`src/rtl/dispatch_sched.sv`:
```
// -----------------------------------------------------------------------------
// dispatch_credit
//   Free-slot counter for one issue queue. It starts full (DEPTH credits).
//   A push takes one credit and an issue returns one. A push and an issue in
//   the same cycle cancel each other. An issue when the counter is already
//   full is dropped, so the count never goes above DEPTH. A flush refills the
//   counter to DEPTH.
//
//   Ports:
//     clk, rst_n : clock, asynchronous active-low reset
//     push       : one entry written into the queue
//     issue      : one entry popped from the queue
//     flush      : squash; queue contents are discarded
//     avail      : at least one free slot
// -----------------------------------------------------------------------------
module dispatch_credit #(
  parameter int DEPTH = 4
) (
  input  logic clk,
  input  logic rst_n,
  input  logic push,
  input  logic issue,
  input  logic flush,
  output logic avail
);

  localparam int W = $clog2(DEPTH + 1);
  localparam logic [W-1:0] FULL = W'(DEPTH);
  localparam logic [W-1:0] ONE  = W'(1);

  logic [W-1:0] credit;

  always_ff @(posedge clk or negedge rst_n) begin
    if (!rst_n) begin
      credit <= FULL;
    end else if (flush) begin
      credit <= FULL;
    end else if (push && !issue) begin
      credit <= credit - ONE;
    end else if (issue && !push && (credit != FULL)) begin
      credit <= credit + ONE;
    end
  end

  assign avail = (credit != '0);

endmodule

// -----------------------------------------------------------------------------
// dispatch_sched
//   Dispatch-stage scheduler. It sits between the decoder and the four issue
//   queues (ALU, MUL, DIV, AGU).
//   - Each queue has a credit counter that tracks its free slots.
//   - Each dispatched instruction gets a ROB tag from the circular tail
//     pointer.
//   - Fetch is back-pressured when the target queue or the ROB is full.
//   - After a branch or JALR is dispatched, dispatch is held until the branch
//     resolves or a flush arrives.
//
//   Ports:
//     clk, rst_n                 : clock, asynchronous active-low reset
//     inst_valid                 : decoded instruction present
//     queue_{alu,mul,div,agu}_en : target queue selected by the decoder
//     ctrl_branch, ctrl_jmp_reg  : instruction is a conditional branch / JALR
//     inst_ready                 : instruction accepted (or dropped) this cycle
//     {alu,mul,div,agu}_push     : write strobe to the issue queue
//     rob_alloc, rob_tag         : ROB allocation strobe and tag (ROB tail)
//     {alu,mul,div,agu}_issue    : queue popped one entry (returns a credit)
//     rob_retire                 : ROB head retired
//     br_resolved                : pending branch resolved, no mispredict
//     flush                      : mispredict squash
//     dispatch_err               : more than one queue enable asserted
// -----------------------------------------------------------------------------
module dispatch_sched #(
  parameter int ALU_DEPTH = 4,
  parameter int MUL_DEPTH = 4,
  parameter int DIV_DEPTH = 2,
  parameter int AGU_DEPTH = 4,
  parameter int ROB_DEPTH = 16,
  parameter int TAG_W     = 4
) (
  input  logic             clk,
  input  logic             rst_n,
  input  logic             inst_valid,
  input  logic             queue_alu_en,
  input  logic             queue_mul_en,
  input  logic             queue_div_en,
  input  logic             queue_agu_en,
  input  logic             ctrl_branch,
  input  logic             ctrl_jmp_reg,
  output logic             inst_ready,
  output logic             alu_push,
  output logic             mul_push,
  output logic             div_push,
  output logic             agu_push,
  output logic             rob_alloc,
  output logic [TAG_W-1:0] rob_tag,
  input  logic             alu_issue,
  input  logic             mul_issue,
  input  logic             div_issue,
  input  logic             agu_issue,
  input  logic             rob_retire,
  input  logic             br_resolved,
  input  logic             flush,
  output logic             dispatch_err
);

  localparam int CNT_W = $clog2(ROB_DEPTH + 1);
  localparam logic [CNT_W-1:0] ROB_FULL = CNT_W'(ROB_DEPTH);
  localparam logic [CNT_W-1:0] CNT_ONE  = CNT_W'(1);
  localparam logic [TAG_W-1:0] TAG_ONE  = TAG_W'(1);

  typedef enum logic {RUN, WAIT_BR} state_t;

  state_t           state, state_nx;
  logic [3:0]       en;        // {agu, div, mul, alu}
  logic [3:0]       avail;
  logic [3:0]       push;
  logic [3:0]       issue;
  logic             one_hot;
  logic             multi;
  logic             tgt_avail;
  logic             rob_full;
  logic             fire;
  logic             retire_eff;
  logic [TAG_W-1:0] head, tail;
  logic [TAG_W-1:0] head_adv;
  logic [CNT_W-1:0] rob_cnt;

  // Target decode. en & (en - 1) clears the lowest set bit, so a non-zero
  // result means two or more enables are asserted.
  assign en        = {queue_agu_en, queue_div_en, queue_mul_en, queue_alu_en};
  assign multi     = ((en & (en - 4'd1)) != 4'd0);
  assign one_hot   = (en != 4'd0) && !multi;
  assign tgt_avail = ((en & avail) != 4'd0);
  assign rob_full  = (rob_cnt == ROB_FULL);
  assign issue     = {agu_issue, div_issue, mul_issue, alu_issue};

  // Instructions with no valid target (no enable, or several enables) are
  // dropped. They only need the FSM to be in RUN to be consumed.
  assign inst_ready = rst_n && !flush && (state == RUN) &&
                      (!one_hot || (tgt_avail && !rob_full));
  assign fire       = inst_valid && inst_ready && one_hot;
  assign push       = fire ? en : 4'd0;

  assign alu_push     = push[0];
  assign mul_push     = push[1];
  assign div_push     = push[2];
  assign agu_push     = push[3];
  assign rob_alloc    = fire;
  assign rob_tag      = rst_n ? tail : '0;
  assign dispatch_err = rst_n && inst_valid && multi;

  dispatch_credit #(.DEPTH(ALU_DEPTH)) u_cr_alu (
    .clk(clk), .rst_n(rst_n), .push(push[0]), .issue(issue[0]),
    .flush(flush), .avail(avail[0]));
  dispatch_credit #(.DEPTH(MUL_DEPTH)) u_cr_mul (
    .clk(clk), .rst_n(rst_n), .push(push[1]), .issue(issue[1]),
    .flush(flush), .avail(avail[1]));
  dispatch_credit #(.DEPTH(DIV_DEPTH)) u_cr_div (
    .clk(clk), .rst_n(rst_n), .push(push[2]), .issue(issue[2]),
    .flush(flush), .avail(avail[2]));
  dispatch_credit #(.DEPTH(AGU_DEPTH)) u_cr_agu (
    .clk(clk), .rst_n(rst_n), .push(push[3]), .issue(issue[3]),
    .flush(flush), .avail(avail[3]));

  // A retire is ignored when the ROB is empty. On a flush the head first
  // takes any retire from this cycle, then the tail snaps back onto it.
  assign retire_eff = rob_retire && (rob_cnt != '0);
  assign head_adv   = head + (retire_eff ? TAG_ONE : '0);

  always_ff @(posedge clk or negedge rst_n) begin
    if (!rst_n) begin
      head    <= '0;
      tail    <= '0;
      rob_cnt <= '0;
    end else if (flush) begin
      head    <= head_adv;
      tail    <= head_adv;
      rob_cnt <= '0;
    end else begin
      head <= head_adv;
      if (fire) begin
        tail <= tail + TAG_ONE;
      end
      if (fire && !retire_eff) begin
        rob_cnt <= rob_cnt + CNT_ONE;
      end else if (!fire && retire_eff) begin
        rob_cnt <= rob_cnt - CNT_ONE;
      end
    end
  end

  always_ff @(posedge clk or negedge rst_n) begin
    if (!rst_n) begin
      state <= RUN;
    end else begin
      state <= state_nx;
    end
  end

  always_comb begin
    state_nx = state;
    if (flush) begin
      state_nx = RUN;
    end else begin
      unique case (state)
        RUN:     if (fire && (ctrl_branch || ctrl_jmp_reg)) state_nx = WAIT_BR;
        WAIT_BR: if (br_resolved) state_nx = RUN;
        default: state_nx = RUN;
      endcase
    end
  end

endmodule

```
`config.mk`:
```
export PLATFORM = sky130hd
export DESIGN_NAME = dispatch_sched
export DESIGN_NICKNAME = d
export VERILOG_FILES = /design/src/rtl/dispatch_sched.sv
export SDC_FILE = /design/constraint.sdc
export NUM_CORES = 1
export LEC_CHECK = 0
export BUFFER_PORTS_ARGS = -buffer_cell sky130_fd_sc_hd__buf_2
export CORE_MARGIN = 5
export CORE_UTILIZATION = 52
export DETAILED_ROUTE_END_ITERATION = 10
export PLACE_DENSITY_LB_ADDON = 0.3
export SYNTH_ARGS = -nofsm -noshare
export SYNTH_HDL_FRONTEND = slang
export SYNTH_SLANG_ARGS = --single-unit
```
`constraint.sdc`:
```
create_clock -name clk -period 3.7 [get_ports clk]
set_clock_uncertainty 0.2 [all_clocks]
set_input_delay 0.555 -clock clk [delete_from_list [all_inputs] [get_ports clk]]
set_output_delay 0.555 -clock clk [all_outputs]
set_load 0.005 [all_outputs]
```
==> impl_metrics.py <==
metrics = {
    "outcome": {
        "run_status": "finished, final reports clean",
    },
    "sta": {
        "finalMaxSlewViolations": 0,
        "finalSetupViolCount": 0,
        "timing.slew.headroom": 0.4114,
        "period_share": 0.8626,
        "rsz0062_at_grt": "no",
        "tightestPinTransition_ns": 0.8692,
        "post-route-min-period_ns": 3.192,
        "layout_setup_ws_ns": 0.5083,
        "achievable-frequency_mhz": 313.3,
        "final.setup.tns_ns": 0,
        "hold_viol": 0,
    },
    "power": {
        "irDropWorstVdd_mv": 0.3561,
        "power.density_cell_area_mw_per_mm2": 430.6,
        "power.leakage_uw": 0.0009999,
    },
    "clock_tree": {
        "cts_tree": "yes",
        "path_clk_slew_ns": 0.10,
        "max-clock-path-buffers": 2,
        "cts_htree_levels": 1,
        "clock_sinks": 25,
        "ctsResizeCount": 0,
        "cts.repair_timing.setup_buffer_count": 0,
        "cts_inserted_buffers": 3,
        "insertion_delay_ns": 0.27,
        "cts_root_buf": "sky130_fd_sc_hd__clkbuf_8",
        "post_cts_hold_buffer_count": 0,
    },
    "grt": {
        "antenna_found_initial": 0,
        "grt_util_overall": 0.1798,
        "first_pass_grt_wire_length_um": 7424,
        "grt-ovfl-total": 0,
        "grt_pass1_vias": 1532,
        "largest_net_degree_at_the_start_of_global_routing": 36,
    },
    "setup_path": {
        "critPathCaptureType": "flop",
        "cp-start-kind": "input pin",
        "cp_slowest_cell": "sky130_fd_sc_hd__or4b_1",
        "cp_data_required_time_ns": 3.67,
        "max_stage_delay_ns": 0.54,
        "setup_cp_type": "in -> reg",
        "crit_family": "simple AND/OR/NAND/NOR gates",
        "cp.arrival_ns": 3.16,
        "crit_chain": "buf_2 > or4b_1 > o311a_1 > nor4b_4 > nand2b_4 > fa_2 > a21o_1 > a21oi_1 > nor2_1 > mux2i_1 > mux2_2",
        "crit_buf_inv": 1,
        "crit_path_max_fanout": 11,
    },
    "finish": {
        "flow.area_growth_from_synthesis_pct": 13.43,
        "final_common_cell": "sky130_fd_sc_hd__buf_2",
        "final_non_filler_cell_area_mm2": 0.002167,
        "top_library_cells_by_usage_in_the_layout_fill_and_taps_aside": "sky130_fd_sc_hd__buf_2, sky130_fd_sc_hd__dfrtp_1, sky130_fd_sc_hd__nor2_1, sky130_fd_sc_hd__nand2_1",
        "n_fill_cell": 323,
        "fin_nets": 265,
        "num_antenna_cells": 0,
        "drive_above_1_share": 0.2194,
    },
    "floorplanning": {
        "core-area_mm2": 0.003606,
        "floorplan.initialDensity": 0.5298,
        "die_height_um": 70.62,
        "dieArea_mm2": 0.004986,
        "die_w_um": 70.62,
        "row_count": 22,
        "ioPinCount": 27,
    },
    "detailed_routing": {
        "drt_iter0_markers": 128,
        "finalWirelength_um": 4078,
        "ant_nets": 0,
        "drt-wirelength-per-cell_um": 14.31,
        "number_of_vias_per_cell_after_detailed_routing": 5.825,
        "drc": 0,
        "number_of_detailed_route_iterations_in_the_first_pass": 4,
        "dr_total_vias": 1660,
    },
    "yosys": {
        "synthesis.area_per_instance_um2": 9.098,
        "syn_area_mm2": 0.001911,
        "synth_enable_flop_cells": 0,
        "postSynthRegisterBits": 25,
        "netlist-cell-type-count": 57,
        "synth_nets": 237,
        "synth_seq_area_share": 0.3301,
        "postSynthCellCount": 210,
        "synth-warning-count": 0,
        "synth_flop_cell": "sky130_fd_sc_hd__dfrtp_1",
        "synth_async_sr_flop_share": 1.000,
    },
    "place": {
        "pre_cts_slack_ns": 0.2119,
        "port_buffers": 26,
        "post-dp-hpwl_um": 2956,
        "globalplace.congestion": 0.7978,
        "dpl-instance-area_mm2": 0.002118,
    },
    "hold_path": {
        "timing.hold.worst.class": "in -> async",
    },
    "job": {
        "cap_violations": 0,
    },
}
## layer usage
layer	vias up	global-route usage	wire [um]
met4	0	0.03758	39
met5	-	0	0
met3	4	0.03409	157
li1	842	-	-
met1	784	0.2565	2025
met2	30	0.2869	1856
## worst paths after layout
kind	startpoint	end	slack [ns]	cells past startpoint
setup reg to reg	state	rob_cnt[4]	0.54	10
hold / removal	rst_n	u_cr_agu.credit[1]	0.10	2
hold reg to reg	head[3]	head[3]	0.28	1
max in group asynchronous	rst_n	u_cr_mul.credit[2]	2.88	2
min in group clk	head[3]	head[3]	0.28	1
setup / recovery	queue_div_en	rob_cnt[4]	0.51	11
## area by class of cell
class / instances / area [um2] / share of cell area
repair buffers: 33 / 182.7 / 0.08430
well taps: 48 / 60.06 / 0.02771
multi-input cells: 168 / 1219 / 0.5624
flip-flops and latches: 25 / 630.6 / 0.2910
clock inverters: 1 / 7.507 / 0.003464
inverters: 7 / 26.28 / 0.01212
clock buffers: 3 / 41.29 / 0.01905
## synth_stat cells (3+ instances only)
master | count | area [um2]
sky130_fd_sc_hd__a211o_1 | 3 | 26.28
sky130_fd_sc_hd__a21oi_1 | 7 | 35.03
sky130_fd_sc_hd__a31o_2 | 3 | 26.28
sky130_fd_sc_hd__a31oi_1 | 4 | 25.02
sky130_fd_sc_hd__and2_1 | 5 | 31.28
sky130_fd_sc_hd__clkbuf_1 | 7 | 26.28
sky130_fd_sc_hd__dfrtp_1 | 21 | 525.5
sky130_fd_sc_hd__dfstp_2 | 4 | 105.1
sky130_fd_sc_hd__fa_1 | 4 | 80.08
sky130_fd_sc_hd__ha_1 | 7 | 87.58
sky130_fd_sc_hd__inv_1 | 7 | 26.28
sky130_fd_sc_hd__mux2_1 | 3 | 33.78
sky130_fd_sc_hd__mux2i_1 | 3 | 30.03
sky130_fd_sc_hd__nand2_1 | 13 | 48.80
sky130_fd_sc_hd__nand2b_1 | 4 | 25.02
sky130_fd_sc_hd__nand3_1 | 7 | 35.03
sky130_fd_sc_hd__nor2_1 | 18 | 67.56
sky130_fd_sc_hd__nor2b_1 | 5 | 31.28
sky130_fd_sc_hd__nor3_1 | 10 | 50.05
sky130_fd_sc_hd__nor4b_1 | 5 | 43.79
sky130_fd_sc_hd__o21ai_0 | 10 | 50.05
sky130_fd_sc_hd__o31ai_1 | 6 | 45.04
sky130_fd_sc_hd__or3_1 | 3 | 18.77
sky130_fd_sc_hd__xnor2_1 | 6 | 52.55
## worst register-to-register path, cell delays in order, from the launching register on
cell                       delay (ns)
sky130_fd_sc_hd__dfrtp_1         0.39
sky130_fd_sc_hd__or3b_4          0.41
sky130_fd_sc_hd__or2_2           0.32
sky130_fd_sc_hd__nor4b_4         0.34
sky130_fd_sc_hd__nand2b_4        0.11
sky130_fd_sc_hd__fa_2            0.36
sky130_fd_sc_hd__a21o_1          0.19
sky130_fd_sc_hd__a21oi_1         0.17
sky130_fd_sc_hd__nor2_1          0.06
sky130_fd_sc_hd__mux2i_1         0.16
sky130_fd_sc_hd__mux2_2          0.34
## cells by family (layout without fill, tap and decap cells)
kind of cell | after synthesis | count (layout) | share of synthesized area
AND/OR/NAND/NOR | 87 | 87 | 0.2613
AO/OA/AOI/OAI | 54 | 54 | 0.2011
flip-flops | 25 | 25 | 0.3301
buffers and inverters | 17 | 44 | 0.03864
adder cells (fa/ha/maj) | 12 | 12 | 0.09299
XOR/XNOR | 8 | 8 | 0.03667
multiplexers | 7 | 7 | 0.03929
## state kept, by name, summed over array words and instances (netlist names)
| signal | count |
|---|---|
| u_cr_alu.credit | 3 |
| state | 1 |
| rob_cnt | 5 |
| u_cr_mul.credit | 3 |
| head | 4 |
| u_cr_div.credit | 2 |
| u_cr_agu.credit | 3 |
| tail | 4 |
## report_power, final
group,switching (uW),internal (uW)
logic,178,184
clock network,97.0,76.5
registers,59.5,338
total,334,599
## through the flow
| stage | hold WS [ns] | total power, uW | util | cells |
|---|---|---|---|---|
| 4_1_cts | 0.1119 | 944.2 | 0.6010 | 285 |
| 5_1_grt | 0.1201 | 1020 | 0.6010 | 285 |
| 6_report | 0.1013 | 933.2 | 0.6010 | 285 |
| 2_1_floorplan | 0.05941 | 660.0 | - | 210 |
| 3_3_place_gp | 0.2632 | 759.5 | 0.5874 | 281 |
| 3_5_place_dp | 0.2629 | 764.7 | 0.5874 | 281 |
No activity file was read; power rests on OpenSTA's default activity.
